File: src/rtl/pre_seq_tagger.sv
// AXI-Stream frame forwarder that can append a sequence-number trailer beat per frame.
// It also counts frames leaving the master side and exports the current sequence number.
module pre_seq_tagger #(
  parameter int unsigned DATA_W   = 32,
  parameter int unsigned SEQ_W    = 16,
  parameter int unsigned SEQ_INIT = 1,
  parameter int unsigned CNT_W    = 64
) (
  input  logic              m_axis_aclk,
  input  logic              m_axis_areset,
  input  logic              s_axis_tvalid,
  input  logic [DATA_W-1:0] s_axis_tdata,
  input  logic              s_axis_tlast,
  output logic              s_axis_tready,
  output logic              m_axis_tvalid,
  output logic [DATA_W-1:0] m_axis_tdata,
  output logic              m_axis_tlast,
  input  logic              m_axis_tready,
  input  logic              ctrl_seq_en,
  input  logic              ctrl_rst_cntr_out,
  output logic [CNT_W-1:0]  slv_cntr_out,
  output logic [SEQ_W-1:0]  slv_seq_cur
);

  typedef enum logic {S_PASS, S_SEQ} state_t;

  state_t             state_q, state_d;
  logic [SEQ_W-1:0]   seq_ctr_q, seq_ctr_d;
  logic [CNT_W-1:0]   cntr_q, cntr_d;
  logic               in_frame_q, in_frame_d;
  logic               seq_en_f_q, seq_en_f_d;
  logic               en;
  logic               m_last_acc;

  // First beat of a frame decides with the live enable; later beats use the latched one.
  assign en = in_frame_q ? seq_en_f_q : ctrl_seq_en;

  always_comb begin
    state_d       = state_q;
    seq_ctr_d     = seq_ctr_q;
    in_frame_d    = in_frame_q;
    seq_en_f_d    = seq_en_f_q;
    s_axis_tready = 1'b0;
    m_axis_tvalid = 1'b0;
    m_axis_tdata  = s_axis_tdata;
    m_axis_tlast  = 1'b0;
    if (!m_axis_areset) begin
      case (state_q)
        S_PASS: begin
          s_axis_tready = m_axis_tready;
          m_axis_tvalid = s_axis_tvalid;
          m_axis_tdata  = s_axis_tdata;
          m_axis_tlast  = s_axis_tlast && !en;
          if (s_axis_tvalid && m_axis_tready) begin
            if (!in_frame_q) begin
              seq_en_f_d = ctrl_seq_en;
            end
            in_frame_d = !s_axis_tlast;
            if (s_axis_tlast && en) begin
              state_d = S_SEQ;
            end
          end
        end
        S_SEQ: begin
          m_axis_tvalid = 1'b1;
          m_axis_tdata  = DATA_W'(seq_ctr_q);
          m_axis_tlast  = 1'b1;
          if (m_axis_tready) begin
            state_d = S_PASS;
            // Wrap skips zero and restarts at the configured first number.
            seq_ctr_d = (seq_ctr_q == {SEQ_W{1'b1}}) ? SEQ_W'(SEQ_INIT) : seq_ctr_q + SEQ_W'(1);
          end
        end
        default: state_d = S_PASS;
      endcase
    end
  end

  assign m_last_acc = m_axis_tvalid && m_axis_tready && m_axis_tlast;

  always_comb begin
    cntr_d = cntr_q;
    if (ctrl_rst_cntr_out) begin
      cntr_d = '0;
    end else if (m_last_acc) begin
      cntr_d = cntr_q + CNT_W'(1);
    end
  end

  always_ff @(posedge m_axis_aclk) begin
    if (m_axis_areset) begin
      state_q    <= S_PASS;
      seq_ctr_q  <= SEQ_W'(SEQ_INIT);
      cntr_q     <= '0;
      in_frame_q <= 1'b0;
      seq_en_f_q <= 1'b0;
    end else begin
      state_q    <= state_d;
      seq_ctr_q  <= seq_ctr_d;
      cntr_q     <= cntr_d;
      in_frame_q <= in_frame_d;
      seq_en_f_q <= seq_en_f_d;
    end
  end

  assign slv_cntr_out = cntr_q;
  assign slv_seq_cur  = seq_ctr_q;

endmodule

File: config.mk
export PLATFORM = sky130hd
export DESIGN_NAME = pre_seq_tagger
export DESIGN_NICKNAME = d
export VERILOG_FILES = /design/src/rtl/pre_seq_tagger.sv
export SDC_FILE = /design/constraint.sdc
export NUM_CORES = 1
export LEC_CHECK = 0
export CAP_MARGIN = 15
export CORE_MARGIN = 4
export CORE_UTILIZATION = 35
export DETAILED_ROUTE_END_ITERATION = 16
export PLACE_DENSITY = 0.75
export SYNTH_ARGS = -nofsm -noshare
export SYNTH_HDL_FRONTEND = slang
export SYNTH_SLANG_ARGS = --single-unit
File: constraint.sdc
create_clock -name m_axis_aclk -period 2.35 [get_ports m_axis_aclk]
set_input_delay 0.235 -clock m_axis_aclk [delete_from_list [all_inputs] [get_ports m_axis_aclk]]
set_output_delay 0.235 -clock m_axis_aclk [all_outputs]
set_load 0.05 [all_outputs]
==> out/results.ini, run 1 <==
[worst_setup_path]
regToRegEndpoint = slv_cntr_out[56]
reg2reg_setup_slack_ns = 0.11
arrival_ns = 2.51
crit_path_start_kind = flop
slowest_stage = or4_4
cp_slowest_stage_delay_ns = 0.59
rr_startpoint = in_frame_q
path_max_fanout = 8
crit_required_ns = 2.62
end_kind = flop
cp-startpoint = in_frame_q
critPathKind = reg -> reg
path_cells = mux2_4, o22a_4, or4_4, or4_1, a21oi_1
reg2reg_depth = 5
endpoint = slv_cntr_out[56]

[synthesis]
post_synth_inst_count = 544
syn_area_um2 = 4430
synth_area_per_cell_um2 = 8.14
synth_nets = 585
yosys_warnings = 0
synth-seq-cells = 83
synth_seq_area_share_pct = 37.5
ys_types = 43

[drt]
routed_wl_mm = 14.7
drc = 0
vias = 4947
drtPass1Iterations = 5
viasPerCell = 5.51
wl_per_cell_um = 16.4
antenna_left = 0
first_iter_violations = 307

[final_layout]
layout_commonest_cell = clkdlybuf4s50_1
seq_area_um2 = 1700
instances_no_fill = 898
fillCellCount = 1120
antennaDiodeCount = 0
syn_to_final_growth_pct = 54.7
final_nets = 766
multi_input_area_um2 = 2620
fin_area_um2 = 6850
drive_gt1_share_pct = 19.2
final_cell_mix = 118 x clkdlybuf4s50_1, 60 x buf_4, 56 x nor2_1, 56 x dfxtp_1, 45 x nand2_1

[clock_network]
cts_root_buffer = clkbuf_16
cts_tree = done
clock_path_buffers = 2
numCtsBuffers = 9
clock-sinks = 83
clock_latency_ns = 0.34
cts_max_level = 3
clk_pin_slew_ns = 0.06
postCtsSetupRepairBufs = 0

[global_routing]
grt_pass1_wl_mm = 23.0
antenna_found_initial = 0
grt_usage_pct = 19.1
grt_pass1_vias = 4625
grt_max_degree = 60
grt.overflow.total = 0

[pwr]
peakVddDrop_mv = 0.296
finalPower_uw = 3170
p_per_area_nw_per_um2 = 462
p_leak_uw = 0.00227

[die]
coreArea_um2 = 12200
ios = 154
num_rows = 40
initial_core_util_pct = 36.3
die_h_um = 120
die_w_um = 120
die_area_um2 = 14500

[worst_hold_path]
hold-path-cell-count = 2
holdCritPathClass = reg -> reg

[place]
hpwl_mm = 11.2
placed_cells = 882
portBuffers = 153
place.gp.congestion = 0.840
placed_cell_area_um2 = 6570

[sta]
fin_crit_ns = 2.24
hold_viol_final = 0
rsz0062_at_grt = no
final.setup.tns_ns = 0
slew_headroom_pct = 58.2
setup_viol_count_final = 0
fmax_mhz = 446
slew_viol_final = 0
finalClockSkew_ns = 0.00948
min_period_over_period_pct = 95.5
worst_pin_slew_ns = 0.627

[run_status]
status = completed

[run]
cap_viol_max_count = 0

## layout make-up
type	instances	area share, %
clock buffers	15	3.91
clock inverters	1	0.110
inverters	8	0.438
multi-input cells	426	38.3
flip-flops and latches	83	24.8
well taps	168	3.07
repair buffers	197	29.4
## Yosys cell counts
cell type,number,area (µm²)
or2_2,2,12.5
o22ai_1,1,6.26
clkbuf_1,20,75.1
buf_1,3,11.3
a21oi_1,35,175
and2_1,21,131
a211oi_1,2,15.0
o21ai_0,24,120
or4_1,15,113
dfxtp_1,83,1660
buf_2,1,5.00
nor4_2,1,12.5
a32oi_1,1,8.76
a31oi_1,1,6.26
or3_1,28,175
or4_4,2,22.5
nand3_1,32,160
o22a_4,1,17.5
o211ai_1,1,7.51
inv_1,8,30.0
buf_4,1,7.51
nand2_1,45,169
xor2_1,20,175
nand4_1,30,188
and4_1,12,105
mux2_4,1,15.0
nor2_1,56,210
mux2i_1,3,30.0
o31ai_1,13,97.6
ha_1,2,25.0
mux2_2,14,158
xnor2_1,19,166
nand2b_1,3,18.8
nand4b_1,2,17.5
buf_6,2,22.5
nor4b_1,4,35.0
or4b_2,1,10.0
o311ai_0,1,8.76
nor3_1,7,35.0
and3_1,11,68.8
nor4_1,13,81.3
o41ai_1,1,8.76
nor3b_1,1,7.51
## worst max-delay path, delay by kind of cell, from the launching register on
family,cells,cell delay [ns]
compound gates,2,0.39
flops,1,0.35
mux,1,0.32
simple gates,2,1.11
## registers in the layout, summed over array words and instances, names as in the netlist
signal,flops
in_frame_q,1
seq_en_f_q,1
slv_cntr_out,64
slv_seq_cur,16
state_q,1
## repair_timing
item | CTS | global route
gates resized for setup | 0 | 1
endpoints found under the hold margin | 0 | 0
endpoints found under the setup margin | 0 | 3
hold buffers | 0 | 0
## worst min-delay path by stage
stage	start	to	slack, ns
after floorplan	s_axis_tlast	in_frame_q	0.33
after global placement	slv_cntr_out[63]	slv_cntr_out[63]	0.46
after detailed placement	slv_cntr_out[63]	slv_cntr_out[63]	0.49
after CTS	slv_cntr_out[63]	slv_cntr_out[63]	0.50
after global routing	slv_cntr_out[1]	slv_cntr_out[1]	0.52
final	slv_cntr_out[63]	slv_cntr_out[63]	0.48
## power breakdown
part           internal [µW]  total (µW)  switching (µW)
combinational            193         422             228
sequential              1410        1420            5.74
clock                    776        1330             552
total                   2380        3170             786
## per-stage QoR
step	setup WS, ns	utilization (%)	hold WS, ns
final	0.107	56.1	0.484
after CTS	0.0561	56.1	0.496
after detailed placement	-0.217	53.8	0.488
after global placement	-0.158	53.8	0.461
after floorplan	0.00248	-	0.331
after global routing	0.00929	56.1	0.520
## logic make-up after synthesis
| group | Yosys count | synth area share (%) |
|---|---|---|
| compound gates | 81 | 10.7 |
| xor+xnor | 39 | 7.72 |
| fa+ha+maj | 2 | 0.565 |
| buf+inv | 35 | 3.42 |
| flops | 83 | 37.5 |
| mux | 18 | 4.58 |
| simple gates | 286 | 35.5 |
## per-layer routing
metal,track usage (%),routed length [µm],up-vias
met1,24.4,6250,2348
met5,0,0,-
li1,-,-,2354
met2,31.9,7070,202
met3,3.04,903,43
met4,8.43,471,0
Note: power is estimated with default switching activity, not from simulation.
==> run 2, diff against run 1 <==
- SLEW_MARGIN: default -> 15
==> results of run 2 <==
Final layout, timing and power as in run 1 (identical DEF).
==> run 3, diff against run 2 <==
--- a/config.mk
+++ b/config.mk
@@ -7,3 +7,3 @@
 export LEC_CHECK = 0
-export CAP_MARGIN = 15
+export CAP_MARGIN = 20
 export CORE_MARGIN = 4
==> constraint.sdc (replaced) <==
create_clock -name m_axis_aclk -period 2.35 [get_ports m_axis_aclk]
set_input_delay 0.47 -clock m_axis_aclk [delete_from_list [all_inputs] [get_ports m_axis_aclk]]
set_output_delay 0.47 -clock m_axis_aclk [all_outputs]
set_load 0.05 [all_outputs]
==> run 3 against run 2 <==
  * Total power grew 3.8%
  * Final area rose by 2.6%
  * Fmax decreased by 0.58%
  * Wire length increased by 2.7%
  * Non-clock buffer count up 2
  * Sequential share of layout area fell by 0.64 points
  * Clock skew grew 0.0036 ns
  * Critical path depth grew 1
  * Hold slack lost 0.00070 ns
  * Via count is 0.79% higher
  * Largest power group is now the clock network
  * First-iteration DRC count rose by 15%
  * Clock power up 8%
==> out/results.ini, run 3 (same netlist as run 1, synthesis figures left out) <==
[drt]
wl_per_cell_um = 16.8
drtPass1Iterations = 5
antenna_left = 0
vias = 4986
first_iter_violations = 354
viasPerCell = 5.54
drc = 0
routed_wl_mm = 15.1

[worst_setup_path]
path_max_fanout = 7
path_cells = mux2_4, o22a_4, or4_4, buf_6, or3_1, a21oi_2
cp-startpoint = in_frame_q
crit_required_ns = 2.62
cp_slowest_stage_delay_ns = 0.59
cp_top_family = simple AND/OR/NAND/NOR gates
end_kind = flop
crit_path_start_kind = flop
critPathKind = reg -> reg
slowest_stage = or4_4
rr_startpoint = in_frame_q
path_buf_inv = 1
arrival_ns = 2.53

[global_routing]
grt_pass1_vias = 4795
grt.overflow.total = 0
grt_usage_pct = 20.1
antenna_found_initial = 0
grt_pass1_wl_mm = 24.3
grt_max_degree = 60

[sta]
setup_viol_count_final = 0
worst_pin_slew_ns = 0.679
fin_crit_ns = 2.26
fmax_mhz = 443
hold_viol_final = 0
rsz0062_at_grt = no
slew_headroom_pct = 54.7
min_period_over_period_pct = 96.0
finalWorstSetupSlack_ns = 0.0938
finalClockSkew_ns = 0.0131
slew_viol_final = 0

[pwr]
peakVddDrop_mv = 0.330
p_sw_share_pct = 25.0
p_sw_uw = 822
p_leak_uw = 0.00236
p_comb_share_pct = 13.3
p_per_area_nw_per_um2 = 468
power_frac_clock_pct = 43.6
power_frac_seq_pct = 43.1
internal_power_uw = 2460

[die]
die_area_um2 = 14500
die_w_um = 120
initial_core_util_pct = 36.3
num_rows = 40
coreArea_um2 = 12200
die_h_um = 120
ios = 154

[clock_network]
numCtsBuffers = 9
cts_root_buffer = clkbuf_16
clock-sinks = 83
cts_max_level = 3
clock_latency_ns = 0.35
clock_path_buffers = 2
cts_tree = done
clk_pin_slew_ns = 0.06

[final_layout]
layout_commonest_cell = clkdlybuf4s50_1
utilization_pct = 57.5
instances_no_fill = 900
largest_reg_flops = 64
final_cell_mix = 113 x clkdlybuf4s50_1, 57 x dfxtp_1, 56 x nor2_1
syn_to_final_growth_pct = 58.7
antennaDiodeCount = 0
final_nets = 768
drive_gt1_share_pct = 21.0

[place]
place.gp.congestion = 0.873
portBuffers = 153
place_ws_ns = -0.411
placed_cells = 881
hpwl_mm = 11.3

[worst_hold_path]
hold_start = s_axis_tlast
holdCritPathClass = in -> reg

[run]
cap_viol_max_count = 0

[run_status]
status = completed

## run 3: cell types whose count changed in the layout (fill, tap and decap cells not counted), sizes merged
cell,delta
clkdlybuf4s50,-5
clkbuf,-3
dlymetal6s2s,+3
dlygate4sd2,+2
buf,+1
bufbuf,+1
bufinv,+1
clkinv,+1
clkinvlp,+1
## run 3: path summary, 6_finish.rpt
path                      endpoint  slack (ns)  depth (start not counted)
setup / recovery  slv_cntr_out[36]        0.09                          6
hold / removal          in_frame_q        0.48                          3
setup reg to reg  slv_cntr_out[36]        0.09                          6
hold reg to reg   slv_cntr_out[63]        0.49                          2
## run 3: worst min-delay path, cell delays in order
cell	delay, ns
dlymetal6s2s_1	0.11
buf_4	0.13
a211oi_1	0.06
## run 3: power groups by stage
stage,Clock (µW),Combinational (µW),Sequential (µW)
after CTS,1460,438,1420
after global routing,1520,453,1420
after global placement,0,424,1450
after detailed placement,0,431,1450
final,1430,437,1420
after floorplan,0,206,1450
## run 3: area by class of cell
cell class | count | area [µm²]
tap | 168 | 210
multi-input combinational | 426 | 2670
inverter | 8 | 30.0
clock inverter | 4 | 50.0
clock buffer | 12 | 246
fill | 1073 | 5190
sequential | 83 | 1700
timing repair buffer | 199 | 2120
## run 3: per-layer routing
layer	track usage [%]	vias up	wire length, µm
met5	0	-	0
met4	8.22	0	343
met3	2.53	27	877
met2	33.9	226	7520
met1	26.1	2374	6340
li1	-	2359	-
## run 3: what timing repair did
action	CTS	global route
cloned	1	0
setup buffers	1	1
hold buffers	0	0
setup endpoints to repair	31	16
gates resized for setup	12	13
pin swaps	3	9
## run 3: per-stage QoR
step           total power (µW)  instance area, µm²  hold slack, ns  setup TNS [ns]
6_report                   3290                7030           0.483               0
4_1_cts                    3310                6970           0.494               0
5_1_grt                    3380                7030           0.498               0
3_3_place_gp               1870                6590           0.463           -9.99
2_1_floorplan              1660                4470           0.490          -0.238
3_5_place_dp               1880                6590           0.489          -13.33
